## config.mk

```make
export PLATFORM = sky130hd
export DESIGN_NAME = sparse_decompression
export DESIGN_NICKNAME = d
export VERILOG_FILES = /design/src/rtl/sparse_decompression.sv
export SDC_FILE = /design/constraint.sdc
export NUM_CORES = 1
export LEC_CHECK = 0
export ABC_AREA = 1
export CORE_ASPECT_RATIO = 1.5
export CORE_MARGIN = 5
export CORE_UTILIZATION = 45
export DETAILED_ROUTE_END_ITERATION = 6
export GPL_TIMING_DRIVEN = 1
export PLACE_DENSITY = 0.76
export SLEW_MARGIN = 20
export SYNTH_ARGS = -nofsm -noshare
export SYNTH_HDL_FRONTEND = slang
export SYNTH_SLANG_ARGS = --single-unit
```

## constraint.sdc

```tcl
create_clock -name clk -period 9.95 [get_ports clk]
set_input_delay 0.995 -clock clk [delete_from_list [all_inputs] [get_ports clk]]
set_output_delay 0.995 -clock clk [all_outputs]
set_load 0.02 [all_outputs]
```

## src/rtl/sparse_decompression.sv

```systemverilog
// Sparse vector decompressor: scatters packed non-zero values back to their dense
// lane positions (one per cycle) and presents the rebuilt vector on a valid/ready port.
module sparse_decompression #(
  parameter int unsigned LANES  = 16,
  parameter int unsigned DATA_W = 16,
  parameter int unsigned CNT_W  = 5
) (
  input  logic                      clk,
  input  logic                      rst_n,
  input  logic [LANES*DATA_W-1:0]   data_in,
  input  logic [LANES-1:0]          index_in,
  input  logic                      valid_in,
  output logic                      ready_in,
  output logic [LANES*DATA_W-1:0]   data_out,
  output logic [CNT_W-1:0]          nnz_out,
  output logic                      valid_out,
  input  logic                      ready_out,
  output logic                      busy
);

  localparam int unsigned PTR_W = (LANES > 1) ? $clog2(LANES) : 1;

  localparam logic [1:0] IDLE   = 2'd0;
  localparam logic [1:0] EXPAND = 2'd1;
  localparam logic [1:0] OUTPUT = 2'd2;

  logic [1:0]              state_q, state_d;
  logic [LANES-1:0]        mask_q, mask_d;
  logic [PTR_W-1:0]        ptr_q, ptr_d;
  logic [LANES*DATA_W-1:0] data_q, data_d;
  logic [CNT_W-1:0]        nnz_q, nnz_d;
  logic                    valid_q, valid_d;
  logic [DATA_W-1:0]       pk_q [LANES];
  logic [DATA_W-1:0]       pk_d [LANES];

  logic [PTR_W-1:0]        lo;
  logic                    found;
  logic [LANES-1:0]        mask_clr;
  logic [CNT_W-1:0]        cnt;

  assign ready_in  = (state_q == IDLE);
  assign busy      = !ready_in;
  assign valid_out = valid_q;
  assign data_out  = data_q;
  assign nnz_out   = nnz_q;

  // Lowest set bit of the scan mask, the mask with it cleared, and the input popcount.
  always_comb begin
    lo    = '0;
    found = 1'b0;
    cnt   = '0;
    for (int unsigned i = 0; i < LANES; i++) begin
      if (mask_q[i] && !found) begin
        lo    = PTR_W'(i);
        found = 1'b1;
      end
      cnt = cnt + CNT_W'(index_in[i]);
    end
    mask_clr     = mask_q;
    mask_clr[lo] = 1'b0;
  end

  always_comb begin
    state_d = state_q;
    mask_d  = mask_q;
    ptr_d   = ptr_q;
    data_d  = data_q;
    nnz_d   = nnz_q;
    valid_d = valid_q;
    pk_d    = pk_q;
    case (state_q)
      IDLE: begin
        if (valid_in) begin
          for (int unsigned i = 0; i < LANES; i++) begin
            pk_d[i] = data_in[i*DATA_W +: DATA_W];
          end
          mask_d = index_in;
          data_d = '0;
          ptr_d  = '0;
          nnz_d  = cnt;
          if (index_in != '0) begin
            state_d = EXPAND;
          end else begin
            state_d = OUTPUT;
            valid_d = 1'b1;
          end
        end
      end
      EXPAND: begin
        data_d[lo*DATA_W +: DATA_W] = pk_q[ptr_q];
        mask_d = mask_clr;
        // Pointer holds on the final element so a full bitmap never wraps it past LANES-1.
        if (mask_clr == '0) begin
          state_d = OUTPUT;
          valid_d = 1'b1;
        end else begin
          ptr_d = ptr_q + PTR_W'(1);
        end
      end
      OUTPUT: begin
        if (ready_out) begin
          valid_d = 1'b0;
          state_d = IDLE;
        end
      end
      default: begin
        state_d = IDLE;
        valid_d = 1'b0;
      end
    endcase
  end

  always_ff @(posedge clk) begin
    if (!rst_n) begin
      state_q <= IDLE;
      mask_q  <= '0;
      ptr_q   <= '0;
      data_q  <= '0;
      nnz_q   <= '0;
      valid_q <= 1'b0;
    end else begin
      state_q <= state_d;
      mask_q  <= mask_d;
      ptr_q   <= ptr_d;
      data_q  <= data_d;
      nnz_q   <= nnz_d;
      valid_q <= valid_d;
    end
  end

  always_ff @(posedge clk) begin
    pk_q <= pk_d;
  end

endmodule

```

[Word-level counts from Yosys, hierarchy flattened]
Cells that the tools add are included.
Word-level totals
  bits in registers: 540
  output and inout bits: 264
  logic and storage cells: 148
Operators by class
  add/sub/neg operators: 17
  magnitude comparators: 3
  equality and inequality tests: 7
  shift-type cells: 2
  multiplexer cells: 53
  bitwise logic cells: 3
  reductions and logical operators: 41
Operators by type and width (number)
  case mux 256 bit (2 select lines): 1
  bitwise mux 256 bit: 1
  two-way mux 256 bit: 1
  variable shift 16 x 34 -> 256 bit (first input constant): 1
  variable part select 16 x 34 -> 256 bit: 1
  binary-select mux 16 bit (select 4 bit): 1
  two-way mux 4 bit: 16
  adder 5 x 1 -> 5 bit: 11
  two-way mux 16 bit: 3
  negation 8 -> 34 bit: 1
  case mux 16 bit (2 select lines): 1
  two-way mux 1 bit: 21
  bitwise AND 16 bit: 1
  logical AND 1 bit: 16
  logical NOT 1 bit: 16
  logical NOT 16 bit: 1
  inverter 16 bit: 1
  nonzero test 16 bit: 1
  != test 2 bit (second input constant): 5
  two-way mux 2 bit: 4
  case mux 4 bit (2 select lines): 1
  case mux 2 bit (3 select lines): 1
  AND reduction 3 bit: 2
  adder 4 x 1 -> 5 bit: 1
  other kinds (16): 17

[Depth between registers and ports, before layout]
Gate-level depths: netlist (run 1).
  word-level depth: 55
  mapped depth: 25
  depth with buffers taken out: 23

[Worst setup path after synthesis (run 1)]
Ideal clock, no wire load.
  path type: in2reg
  start point: input port valid_in
  end point: register nnz_q[4] (netlist: nnz_out[4])
  setup time: 0.094 ns
  arrival time: 9.414 ns
  required time: 9.856 ns
  slack: 0.442 ns
  stages on the path: 5
  cells stage by stage: inv_1 -> nor2_1 -> clkbuf_1 -> o211ai_1 -> a21oi_1
On the way
  word-level cells in the longest chain between the ends: 1
Ends and longest elaborated chain
  start, declared: RTL line 12  | input logic valid_in,
  AND reduction 2 bit (no line)
  end signal, assigned: RTL line 126  | nnz_q <= nnz_d;
  end, declared: RTL line 31  | logic [CNT_W-1:0] nnz_q, nnz_d;
No other way between the ends.
A chain may end at the register's enable or synchronous reset.

[Final worst setup path (run 1)]
  start point: register mask_q[2]
  end point: register data_q[193] (netlist: data_out[193])
On the way
  word-level cells in the longest chain between the ends: 45
Ends and longest elaborated chain
  start, declared: RTL line 28  | logic [LANES-1:0] mask_q, mask_d;
  start signal, assigned: RTL line 123  | mask_q <= mask_d;
  logical AND 1 bit (*): RTL line 53  | if (mask_q[i] && !found) begin
  two-way mux 1 bit: RTL line 53
  logical NOT 1 bit: RTL line 53
  logical AND 1 bit: RTL line 53
  two-way mux 1 bit: RTL line 53
  logical NOT 1 bit: RTL line 53
  logical AND 1 bit: RTL line 53
  two-way mux 1 bit: RTL line 53
  (+29 left out)
  two-way mux 1 bit: RTL line 53
  logical NOT 1 bit: RTL line 53
  logical AND 1 bit: RTL line 53
  two-way mux 4 bit (*): RTL line 53
  negation 8 -> 34 bit (*): RTL line 90  | data_d[lo*DATA_W +: DATA_W] = pk_q[ptr_q];
  variable part select 16 x 34 -> 256 bit / variable shift 16 x 34 -> 256 bit (equally long branches): RTL line 90
  bitwise mux 256 bit (*): RTL line 90
  case mux 256 bit (2 select lines) (*): RTL line 71  | case (state_q)
  end signal, assigned: RTL line 125  | data_q <= data_d;
  end, declared: RTL line 30  | logic [LANES*DATA_W-1:0] data_q, data_d;
Mark *: on every way between the ends. The rest lies on a longest branch, timed or not.

==> results by group, run 1 <==
Status
  • Outcome: completed

Yosys
  • Asr flop ratio synth: 0%
  • Cell variety after synth: 47
  • Yosys top cell by area: edfxtp_1
  • Primary FF master, synth: dfxtp_1
  • Synth cell count leaders: nand2_1, nand3_1, a21oi_1
  • Sequential cell area fraction in the yosys report: 59.0%
  • Post-synth EDFFs: 256
  • Mapped cell area: approximately 23000 um2
  • Synthesized area per cell: 9.46 um2
  • Ranking of synthesized cells by area: edfxtp_1, dfxtp_1, nand3_1
  • Post-synth top area share: 33.9%
  • Most common cell in the netlist: nand2_1
  • Syn Nets: 2695
  • Synth Register Bits: 540
  • Post-Syn Instances: 2397
  • Synth warn: 0

Clock tree
  • Clk buf depth: 3
  • Sink Count: 540
  • Post_cts resized: 0
  • CTS clk-pin slew, worst paths: 0.07 ns
  • Root buf cell: clkbuf_16
  • Post-CTS setup buffers: 0
  • CTS tree: built
  • CTS buffer count: 49
  • # H-tree levels: 2
  • Post-CTS Hold Fix Bufs: 0
  • Worst-Skew Late Latency: approximately 0.57 ns

Power
  • Lkg Pwr: 10.3 nW
  • Pint: 4.12 mW
  • Combinational Power Share: between 20 and 30%
  • Max rail drop VDD: 0.168 mV
  • Power Dens Cells: 212 nW/um2
  • Sw Ratio: a little over a third
  • Clk network pwr share: 32.1%
  • Power, Total: 6.36 mW
  • NetSw: around 2.2 mW
  • Flop pwr share: 40.2%

Cells and area
  • Filler instances: 4158
  • Final Instance Area: 30100 um2
  • Reg area: about 13000 um2
  • Final std cells w/o fill: 3542
  • Fraction of layout cells with a size suffix above 1: 5.88%
  • Nets: ~3100
  • Layout Utilization: 60.4%
  • Area delta synth->final: 32.7%
  • Multi-input gate area: 8080 um2

Place
  • Final HPWL DP: roughly 60 mm
  • GP Congestion: 0.972
  • Cells after DPL: 3448
  • Placed inst area: ~28000 um2
  • Number of port buffers: ~540
  • Dpl ws: 4.14 ns

Detailed routing
  • WL/cell: 22.3 um
  • Starting DRT DRC Count: just under 2000
  • DR vias/cell: between 5 and 6
  • WL final: 79.2 mm
  • Antenna-violating nets left: 0
  • Detailed-route via count: 19900
  • First drt pass iteration count: 6
  • Drt drc: 0

Worst setup path
  • Crit Path Category: register to register
  • Critical path depth in cells: 16
  • Crit path largest cell delay: 1.04 ns
  • Top cell family by delay on the critical path: simple AND/OR/NAND/NOR gates
  • CP max stage cell: ha_2
  • Critical Path End Type: register
  • R2R Path End: data_out[193]
  • Worst Setup Start Kind: register
  • Critical path, cell by cell: nor2_1, nand4_1, nor2_1, nand4_1, nor2_1, nand4_1, nor2_1, nand2_1, nand2_2, inv_1, ha_2, inv_2, nor2_2, nand4_1, nand3_1, a21oi_1
  • WP buf/inv: 2
  • Worst reg2reg path depth: 16
  • Worst endpoint data arrival time: 6.09 ns
  • RR Startpoint: mask_q[2]
  • Crit-path max FO: 48
  • Reg2reg setup slack: about 4.3 ns
  • Worst EP required: 10.36 ns

STA
  • Min Tclk post-route: 5.68 ns
  • Max-slew headroom: 26.2%
  • Final worst slack: approximately 4.3 ns
  • Final period util: 57.1%
  • Final Max Slew Viols: 0
  • Clock Skew: 0.0300 ns
  • Maximum operating frequency: between 150 and 200 MHz
  • Worst-margin pin slew: between 1 and 1.5 ns
  • Endpoints failing setup: 0
  • RSZ-0062 raised after global routing: no
  • Hold Fails Final Rpt: 0
  • Hold_ws: 0.462 ns
  • Total Neg Setup Slack: 0 ns

Floorplan
  • Die height: 285 um
  • Core area: 49800 um2
  • Die width: approximately 190 um
  • # rows: 100
  • Die area: 55100 um2
  • Top Ports: 540
  • Initial core utilization: 45.6%

Global routing
  • Overall routing resource usage: about 27%
  • First-pass GRT wire length: 118 mm
  • Initial antenna violation count: 3
  • GRT overflow: 0
  • Largest net degree at the start of global routing: ~190
  • Vias in the first global route: roughly 20000

Min path
  • Min-Delay Startpoint: data_out[150]
  • Worst hold path depth: 2
  • Hold Crit Class: register to register
  • Hold path endpoint: data_out[150]

Run
  • MaxCap Viol Count: 0
## cell usage in the layout, fill, tap and decap left out, types with 12 or more instances in the layout
| master | netlist | routed |
|---|---|---|
| clkdlybuf4s50_1 | 0 | 539 |
| nand2_1 | 400 | 400 |
| nand3_1 | 373 | 373 |
| a21oi_1 | 345 | 345 |
| dfxtp_1 | 284 | 282 |
| edfxtp_1 | 256 | 256 |
| inv_1 | 130 | 128 |
| nor2_1 | 126 | 123 |
| o21ai_0 | 87 | 87 |
| mux2i_1 | 50 | 50 |
| clkbuf_16 | 0 | 50 |
| nor3_1 | 18 | 18 |
| o211ai_1 | 17 | 17 |
| nor2_4 | 14 | 16 |
| nor4_1 | 16 | 16 |
| mux2_2 | 14 | 14 |
| a31oi_1 | 13 | 13 |
| buf_4 | 15 | 12 |
## layer usage
metal  vias to the layer above  track usage (%)  share of wire [%]
met1                      9405             29.7                 34
met3                       262             5.57                7.6
met2                      1077             48.7                 51
li1                       9183                -                  -
met5                         -                0                  0
met4                         0             16.2                7.1
## registers in the layout, indices dropped and copies added (netlist names)
signal	cells
pk_q	256
nnz_out	5
state_q	2
mask_q	16
ptr_q	4
valid_out	1
data_out	256
## tightest hold or removal path, stage by stage (launching register included)
cell	delay (ns)
dfxtp_1	0.31
nand2_1	0.06
a21oi_1	0.05
## kinds of logic after synthesis
group                    after synthesis  synth area share (%)
AND/OR/NAND/NOR                      984                  19.6
flip-flops                           540                  59.0
AO/OA/AOI/OAI                        477                  11.2
buffers and inverters                305                  5.55
multiplexers                          64                  2.90
adder cells (fa/ha/maj)               22                  1.54
XOR/XNOR                               5                 0.276
## worst max path at each step
stage,to,slack [ns],from
after floorplan,nnz_out[4],0.44,valid_in
after global placement,data_out[91],4.22,mask_q[2]
after detailed placement,data_out[218],4.14,mask_q[3]
after CTS,data_out[218],4.12,mask_q[3]
after global routing,data_out[192],3.80,mask_q[2]
final,data_out[193],4.27,mask_q[2]
## area by class of cell
type | count | area share (%)
inverters | 140 | 1.79
multi-input cells | 1552 | 26.8
flip-flops and latches | 540 | 44.5
clock inverters | 26 | 1.28
repair buffers | 553 | 18.3
diodes | 3 | 0.0249
clock buffers | 65 | 4.51
well taps | 663 | 2.76
## power by group through the flow
stage                     sequential, mW  combinational (mW)  clock, mW
after floorplan                     2.63                1.14          0
after global placement              2.60                1.70          0
after detailed placement            2.60                1.72          0
after CTS                           2.56                1.73       2.07
after global routing                2.57                1.88       2.16
final                               2.56                1.76       2.04
No activity file was read; power rests on OpenSTA's default activity.
==> run 2, diff against run 1 <==
clock period = 4.85 ns   (was 9.95 ns; I/O delays follow)
==> run 2 against run 1 <==
Core utilization rose by 0.093 points. Hold slack got worse by 0.0089 ns. First-iteration DRC count shrank 18%. Clock-buffer cell count grew 12. Via count is 0.83% lower. Wire length is 0.58% higher. Combinational power up 110%. Flip-flop and latch count did not move. Cell count up 0.45%. Total power rose by 100%. Fmax rose by 34%. Critical path type unchanged.
==> results by group, run 2 (synthesis results as in run 1) <==
Global routing
  • Vias in the first global route: 19900 (-0.36%)
  • GRT overflow: 0 (unchanged)
  • First-pass GRT wire length: 119 mm (+0.75%)
  • Largest net degree at the start of global routing: 188 (+1.6%)
  • Initial antenna violation count: 6 (+3)
  • Overall routing resource usage: 27.5% (+0.29 points)

Worst setup path
  • Worst reg2reg path depth: 20 (+4)
  • RR Startpoint: mask_q[3]
  • R2R Path End: data_out[83]
  • Crit path largest cell delay: 0.59 ns (-0.45 ns)
  • Worst EP required: 5.35 ns (-5.01 ns)
  • Top cell family by delay on the critical path: simple AND/OR/NAND/NOR gates
  • Reg2reg setup slack: 0.61 ns (-3.66 ns)
  • Worst Setup Start Kind: register
  • Critical Path End Type: register
  • CP max stage cell: nor3_1
  • Crit Path Category: register to register
  • CP startpoint: mask_q[3]
  • Worst endpoint data arrival time: 4.74 ns (-1.35 ns)
  • Crit-path max FO: 32 (-33%)
  • Critical path, cell by cell: nor2_1, nand4_1, nor2_1, nand4_1, nor2_1, nand4_1, nor2_1, nand2_1, nand2_2, inv_1, ha_1, inv_1, xor2_4, buf_4, nor2_1, buf_4, inv_1, nor3_1, nand2_1, a21oi_1
  • WP buf/inv: 5 (+3)
  • Top cell by count, worst path: nor2_1

STA
  • Final period util: 87.5% (+30 points)
  • Worst-margin pin slew: 1.21 ns (+0.103 ns)
  • Hold Fails Final Rpt: 0 (unchanged)
  • Max-slew headroom: 18.9% (-7.4 points)
  • Clock Skew: 0.0208 ns (-0.00922 ns)
  • RSZ-0062 raised after global routing: no
  • Total Neg Setup Slack: 0 ns (unchanged)
  • Hold_ws: 0.453 ns (-0.00895 ns)
  • Endpoints failing setup: 0 (unchanged)
  • Min Tclk post-route: 4.24 ns (-1.44 ns)
  • Final Max Slew Viols: 0 (unchanged)
  • Maximum operating frequency: 236 MHz (+34%)

Cells and area
  • Most common cell after layout, fill and taps aside: clkdlybuf4s50_1
  • Area delta synth->final: 32.9%
  • Nets: 3147 (+0.41%)
  • Final std cells w/o fill: 3558 (+0.45%)
  • Final Instance Area: 30100 um2 (+0.15%)
  • Most frequent cells in the layout: clkdlybuf4s50_1, nand2_1, nand3_1
  • Fraction of layout cells with a size suffix above 1: 6.16% (+0.29 points)

Detailed routing
  • Detailed-route via count: 19800 (-0.83%)
  • DR vias/cell: 5.55 (-1.3%)
  • Drt drc: 0 (unchanged)
  • Met2 wire len: 40.3 mm (-0.20%)
  • WL/cell: 22.4 um (+0.13%)
  • First drt pass iteration count: 7 (+1)
  • Top Layer Used: met4
  • Met1 wire length: 27.7 mm (+2.2%)
  • WL final: 79.6 mm (+0.58%)
  • Antenna-violating nets left: 0 (unchanged)
  • Starting DRT DRC Count: 1609 (-18%)
  • Met3 routed WL: 5.56 mm (-8.2%)

Place
  • Placed inst area: 28500 um2 (+0.42%)
  • Cells after DPL: 3460 (+0.35%)
  • GP Congestion: 0.969 (-0.30%)
  • Final HPWL DP: 59.2 mm (+1.3%)
  • Number of port buffers: 539 (unchanged)

Clock tree
  • Post_cts resized: 0 (unchanged)
  • # H-tree levels: 2 (unchanged)
  • CTS buffer count: 50 (+2.0%)
  • Post-CTS Hold Fix Bufs: 0 (unchanged)
  • CTS clk-pin slew, worst paths: 0.07 ns (about the same)
  • Sink Count: 540 (unchanged)
  • Worst-Skew Late Latency: 0.58 ns (about the same)
  • Root buf cell: clkbuf_16
  • Post-CTS setup buffers: 0 (unchanged)
  • Clk buf depth: 3 (unchanged)
  • CTS tree: built

Power
  • Max rail drop VDD: 0.361 mV (+110%)
  • Lkg Pwr: 10.3 nW (+0.53%)
  • Power, Total: 12.9 mW (+100%)
  • Power Dens Cells: 429 nW/um2 (+100%)

Floorplan
  • Die area: 55100 um2 (unchanged)
  • Die width: 193 um (unchanged)
  • # rows: 100 (unchanged)
  • Core area: 49800 um2 (unchanged)
  • Top Ports: 540 (unchanged)
  • Die height: 285 um (unchanged)
  • Initial core utilization: 45.6% (unchanged)

Status
  • Outcome: completed

Min path
  • Min-Delay Startpoint: data_in[29]
  • Worst hold path depth: 1 (-1)
  • Hold path endpoint: pk_q[237]
  • Hold Crit Class: input pin to register

Run
  • MaxCap Viol Count: 0 (unchanged)
## run 2: cell types whose count changed in the layout (fill, tap and decap cells not counted), sizes merged
| cell | previous run | this run |
|---|---|---|
| diode | 3 | 6 |
| clkbuf | 65 | 77 |
| clkinvlp | 5 | 2 |
| buf | 14 | 26 |
| clkinv | 13 | 7 |
| bufinv | 9 | 3 |
| inv | 139 | 143 |
## run 2: layer usage
layer  up-vias  track usage [%]
met5         -                0
met4         0             17.9
met3       244             5.02
met2       990             48.9
met1      9321             30.1
li1       9206                -
## run 2: stage by stage
step / worst slack [ns] / utilization (%)
after detailed placement: 0.658 / 57.1
after global routing: 0.261 / 60.5
after floorplan: 0.851 / -
after CTS: 0.756 / 60.5
final: 0.606 / 60.5
after global placement: 0.720 / 57.1
## run 2: how the worst max path moves through the flow
stage | slack (ns) | cells past startpoint | end
finish | 0.61 | 20 | data_out[83]
floorplan | 0.85 | 6 | nnz_out[4]
detailed placement | 0.66 | 13 | nnz_out[4]
global route | 0.26 | 20 | data_out[106]
global placement | 0.72 | 13 | nnz_out[4]
CTS | 0.76 | 20 | data_out[82]
## run 2: worst reg2reg max path, delay by kind of cell (launching register included)
| family | cells | cell delay (ns) |
|---|---|---|
| XOR/XNOR | 1 | 0.10 |
| buffers and inverters | 5 | 1.19 |
| adder cells (fa/ha/maj) | 1 | 0.25 |
| AO/OA/AOI/OAI | 1 | 0.15 |
| flip-flops | 1 | 0.33 |
| AND/OR/NAND/NOR | 12 | 2.15 |
## run 2: power breakdown
part | total (mW) | internal [mW] | switching [mW]
Clock | 4.00 | 2.28 | 1.73
Sequential | 5.24 | 5.12 | 0.126
Combinational | 3.68 | 0.934 | 2.75
Total | 12.9 | 8.33 | 4.60
## run 2: area by class of cell
cell class | instances | area (um2)
well taps | 663 | 830
inverters | 140 | 541
clock inverters | 15 | 186
diodes | 6 | 15.0
fillers | 4228 | 19700
clock buffers | 77 | 1480
flip-flops and latches | 540 | 13400
repair buffers | 565 | 5640
multi-input cells | 1552 | 8070
==> edit 1 (flow settings as in run 2) <==
`DATA_W`: 16 -> 12.
--- a/src/rtl/sparse_decompression.sv
+++ b/src/rtl/sparse_decompression.sv
@@ -3,5 +3,5 @@
 module sparse_decompression #(
   parameter int unsigned LANES  = 16,
-  parameter int unsigned DATA_W = 16,
+  parameter int unsigned DATA_W = 12,
   parameter int unsigned CNT_W  = 5
 ) (
Interface: changed (resized data_in and data_out); port bits go from 540 to 412. The function was not compared with the original's and may differ.
==> edit 1 against run 2 <==
Cell area decreased by 18%. Non-clock buffer count fell by 112. Sequential cell count shrank 128. Wire length shrank 19%. Global-route usage shrank 0.54 points. Setup slack worse by 0.33 ns. Die area is 17% lower. Area after synthesis is 18% lower.
Power is not compared: it rests on default switching activity, and its combinational part moved more than twofold at a synthesized area within 25%.
==> edit 1: results <==
export IMPL_hold_path_class="reg -> reg"
export IMPL_grt_pass1_wl_um=95900
export IMPL_fill_cells=3543
export IMPL_synth_nets=2374
export IMPL_grtUsageTotal=0.270
export IMPL_crit_top_cell="nand2_1"
export IMPL_grt_use_met1=0.288
export IMPL_clkLatencyLatePin_ns=0.56
export IMPL_status="completed"
export IMPL_globalplace_congestion=0.965
export IMPL_grt_pass1_vias=17300
export IMPL_drt_pass1_iterations=7
export IMPL_fin_worst_skew_ns=0.0211
export IMPL_numCtsBuffers=40
export IMPL_synthMuxAreaShare=0
export IMPL_fin_cells=3102
export IMPL_slew_headroom=0.345
export IMPL_met2_usage=0.496
export IMPL_viasPerCell=5.60
export IMPL_synth_edf_count=192
export IMPL_drive_above_1_share=0.0814
export IMPL_synth_compound_area_frac=0.144
export IMPL_placed_area_um2=23400
export IMPL_syn_inst=2129
export IMPL_synth_adder_area_share=0.0266
export IMPL_numPortBuffers=411
export IMPL_fin_nets=2760
export IMPL_synth_commonest_cells="nand2_1, a21oi_1, dfxtp_1"
export IMPL_ys_types=55
export IMPL_synth_ff_type="dfxtp_1"
export IMPL_m1WireLength_um=22100
export IMPL_avgRoutedWirePerCell_um=20.8
export IMPL_synth_xor_area_share=0.00141
export IMPL_met3_length_um=4530
export IMPL_seq_area_frac_synth=0.545
export IMPL_drtIter0Drc=1632
export IMPL_p_seq_frac=0.241
export IMPL_dpl_hpwl_um=48600
export IMPL_worstPathArrival_ns=4.98
export IMPL_n_antenna_cell=0
export IMPL_cts_resized_gates=0
export IMPL_dp_cells=3030
export IMPL_use_met3=0.0430
export IMPL_slowest_delay_ns=0.34
export IMPL_holdPathStages=2
export IMPL_synthTopCellsByArea="edfxtp_1, dfxtp_1, nand2_1"
export IMPL_grt_max_degree=173
export IMPL_place_ws_ns=0.217
export IMPL_crit_slowest_cell="nor3_2"
export IMPL_antenna_found_initial=0
export IMPL_worstPathMaxFanout=6
export IMPL_r2r_cells=29
[edit 1: layout make-up]
cell class / count / area, um^2 / area share
inverter: 134 / 513 / 0.0207
clock buffer: 48 / 1100 / 0.0445
sequential: 412 / 10200 / 0.411
tap: 558 / 698 / 0.0282
timing repair buffer: 453 / 4480 / 0.181
clock inverter: 23 / 233 / 0.00940
multi-input combinational: 1474 / 7560 / 0.305
[edit 1: worst register-to-register path, delay by kind of cell, from the launching register on]
family	cells	cell delay [ns]
AND/OR/NAND/NOR	21	2.92
adder cells (fa/ha/maj)	2	0.51
AO/OA/AOI/OAI	3	0.40
flip-flops	1	0.33
buffers and inverters	3	0.29
[edit 1: path summary, 6_finish.rpt]
check	from	endpoint	slack, ns
min	data_out[30]	data_out[30]	0.46
max reg2reg	mask_q[2]	data_out[82]	0.28
min reg2reg	data_out[30]	data_out[30]	0.46
max	mask_q[2]	data_out[82]	0.28
==> edit 2 (settings of run 2) <==
Made on the original files. Make the reset (`rst_n`) asynchronous in one clocked block.
--- a/src/rtl/sparse_decompression.sv
+++ b/src/rtl/sparse_decompression.sv
@@ -111,5 +111,5 @@
   end
 
-  always_ff @(posedge clk) begin
+  always_ff @(posedge clk or negedge rst_n) begin
     if (!rst_n) begin
       state_q <= IDLE;
Behaviour: differs if rst_n is asserted again (counterexample within 4 cycles, from zero or initial values and one cycle with rst_n low); with rst_n held inactive, the same outputs for 4 cycles.
==> edit 2 against run 2 <==
The run now ends with negative hold slack left. Cell area rose by 4.6%. Count of clock-buffer cells in the layout is 7 lower. Final cell count shrank 1.5%. Wire length grew 1.5%. Power grew 31%. Clock power rose by 10%. Sequential cell count is the same. Setup slack worse by 0.15 ns. Area after synthesis is 2.8% higher. Critical path depth down 1. Hold slack got worse by 0.54 ns. Critical endpoint is now data_out[88].
==> edit 2: results <==
export IMPL_fill_cells=4083
export IMPL_status="finished with violations"
export IMPL_drive_above_1_share=0.0879
export IMPL_slowest_delay_ns=0.53
export IMPL_grtUsageTotal=0.279
export IMPL_m1WireLength_um=27300
export IMPL_avgSynthCellArea_um2=10.2
export IMPL_synth_ff_type="dfrtp_1"
export IMPL_clk_pin_slew_ns=0.06
export IMPL_synthTopCellsByArea="edfxtp_1, dfrtp_1, nand2_1"
export IMPL_post_cts_buffers=0
export IMPL_slew_headroom=0.271
export IMPL_violations="negative hold slack"
export IMPL_met3_length_um=6230
export IMPL_dr_total_vias=19700
export IMPL_globalplace_congestion=0.922
export IMPL_drtIter0Drc=1617
export IMPL_numPortBuffers=539
export IMPL_ir_worst_vdd_mv=0.594
export IMPL_fin_worst_skew_ns=0.0173
export IMPL_fin_cells=3504
export IMPL_seq_area_frac_synth=0.635
export IMPL_worstPathArrival_ns=4.85
export IMPL_grt_pass1_wl_um=121000
export IMPL_drt_pass1_iterations=6
export IMPL_r2r_end="data_out[88]"
export IMPL_cts_path_max_buffers=3
export IMPL_ys_types=43
export IMPL_timing_rr_start="mask_q[3]"
export IMPL_r2r_cells=19
export IMPL_grt_max_degree=204
export IMPL_hold_violations=20
export IMPL_worst_hold_slack_ns=-0.0835
export IMPL_routed_wl_um=80800
export IMPL_fin_nets=3079
export IMPL_async_flop_share=0.526
export IMPL_hold_path_class="in -> async"
export IMPL_crit_slowest_cell="nor3_4"
export IMPL_wl_met2_um=41400
export IMPL_rrSetupSlack_ns=0.46
export IMPL_switching_share=0.417
export IMPL_synth_nets=2592
==> edit 2: cell count changes in the layout (fill, tap and decap cells not counted), sizes merged, moves of 18 or more <==
cell	run 2	this run
nor2	149	262
a21oi	345	47
inv	143	70
o31ai	0	18
mux2i	50	0
nand2	405	617
dfrtp	0	284
o221ai	1	31
nand4	12	81
dfxtp	284	0
nand3	375	305
==> edit 2: final cells by class <==
cell class | count | area [um^2] | area share
multi-input combinational | 1537 | 7930 | 0.252
sequential | 540 | 14800 | 0.470
inverter | 72 | 283 | 0.00897
antenna | 6 | 15.0 | 0.000476
tap | 676 | 846 | 0.0268
clock buffer | 70 | 1510 | 0.0480
clock inverter | 23 | 357 | 0.0113
timing repair buffer | 580 | 5780 | 0.183
==> edit 2: logic make-up after synthesis <==
group,after synthesis,share of synthesized area
DFF,540,0.635
AOI/OAI and AO/OA,237,0.0668
xor gates and xnor gates,5,0.00268
and+or+nand+nor,1273,0.242
adders and majority gates,22,0.0150
buffers and inverters,217,0.0390
==> edit 2: power by group through the flow <==
stage / combinational [W] / sequential, W / clock [W]
6_report: 0.00673 / 0.00585 / 0.00440
5_1_grt: 0.00718 / 0.00589 / 0.00465
4_1_cts: 0.00664 / 0.00585 / 0.00446
3_5_place_dp: 0.00662 / 0.00594 / 0
3_3_place_gp: 0.00647 / 0.00592 / 0
2_1_floorplan: 0.00407 / 0.00602 / 0
==> edit 2: how the worst max path moves through the flow <==
stage               slack, ns  depth (start not counted)       endpoint   startpoint
floorplan               -1.05                          9  data_out[230]   state_q[1]
global placement         0.64                         12     nnz_out[2]  index_in[5]
detailed placement       0.57                         19   data_out[87]    mask_q[3]
CTS                      0.54                         19   data_out[88]    mask_q[3]
global route             0.19                         19   data_out[31]    mask_q[3]
finish                   0.46                         19   data_out[88]    mask_q[3]
==> edit 2: per-layer routing <==
| metal | vias to the layer above | track usage |
|---|---|---|
| met2 | 1087 | 0.493 |
| met4 | 0 | 0.175 |
| met5 | - | 0 |
| li1 | 8902 | - |
| met1 | 9444 | 0.311 |
| met3 | 252 | 0.0485 |
==> edit 2: per-stage QoR <==
stage / setup slack (ns) / area, um^2
after global routing: 0.192 / 31500
after CTS: 0.538 / 31500
after global placement: 0.638 / 29600
final: 0.457 / 31500
after detailed placement: 0.569 / 29600
after floorplan: -1.05 / 23600
==> edit 2: worst max-delay path: cells and delay by family (launching register included) <==
family	cells	cell delay, ns
adders and majority gates	1	0.35
buffers and inverters	4	0.66
and+or+nand+nor	14	2.79
DFF	1	0.43
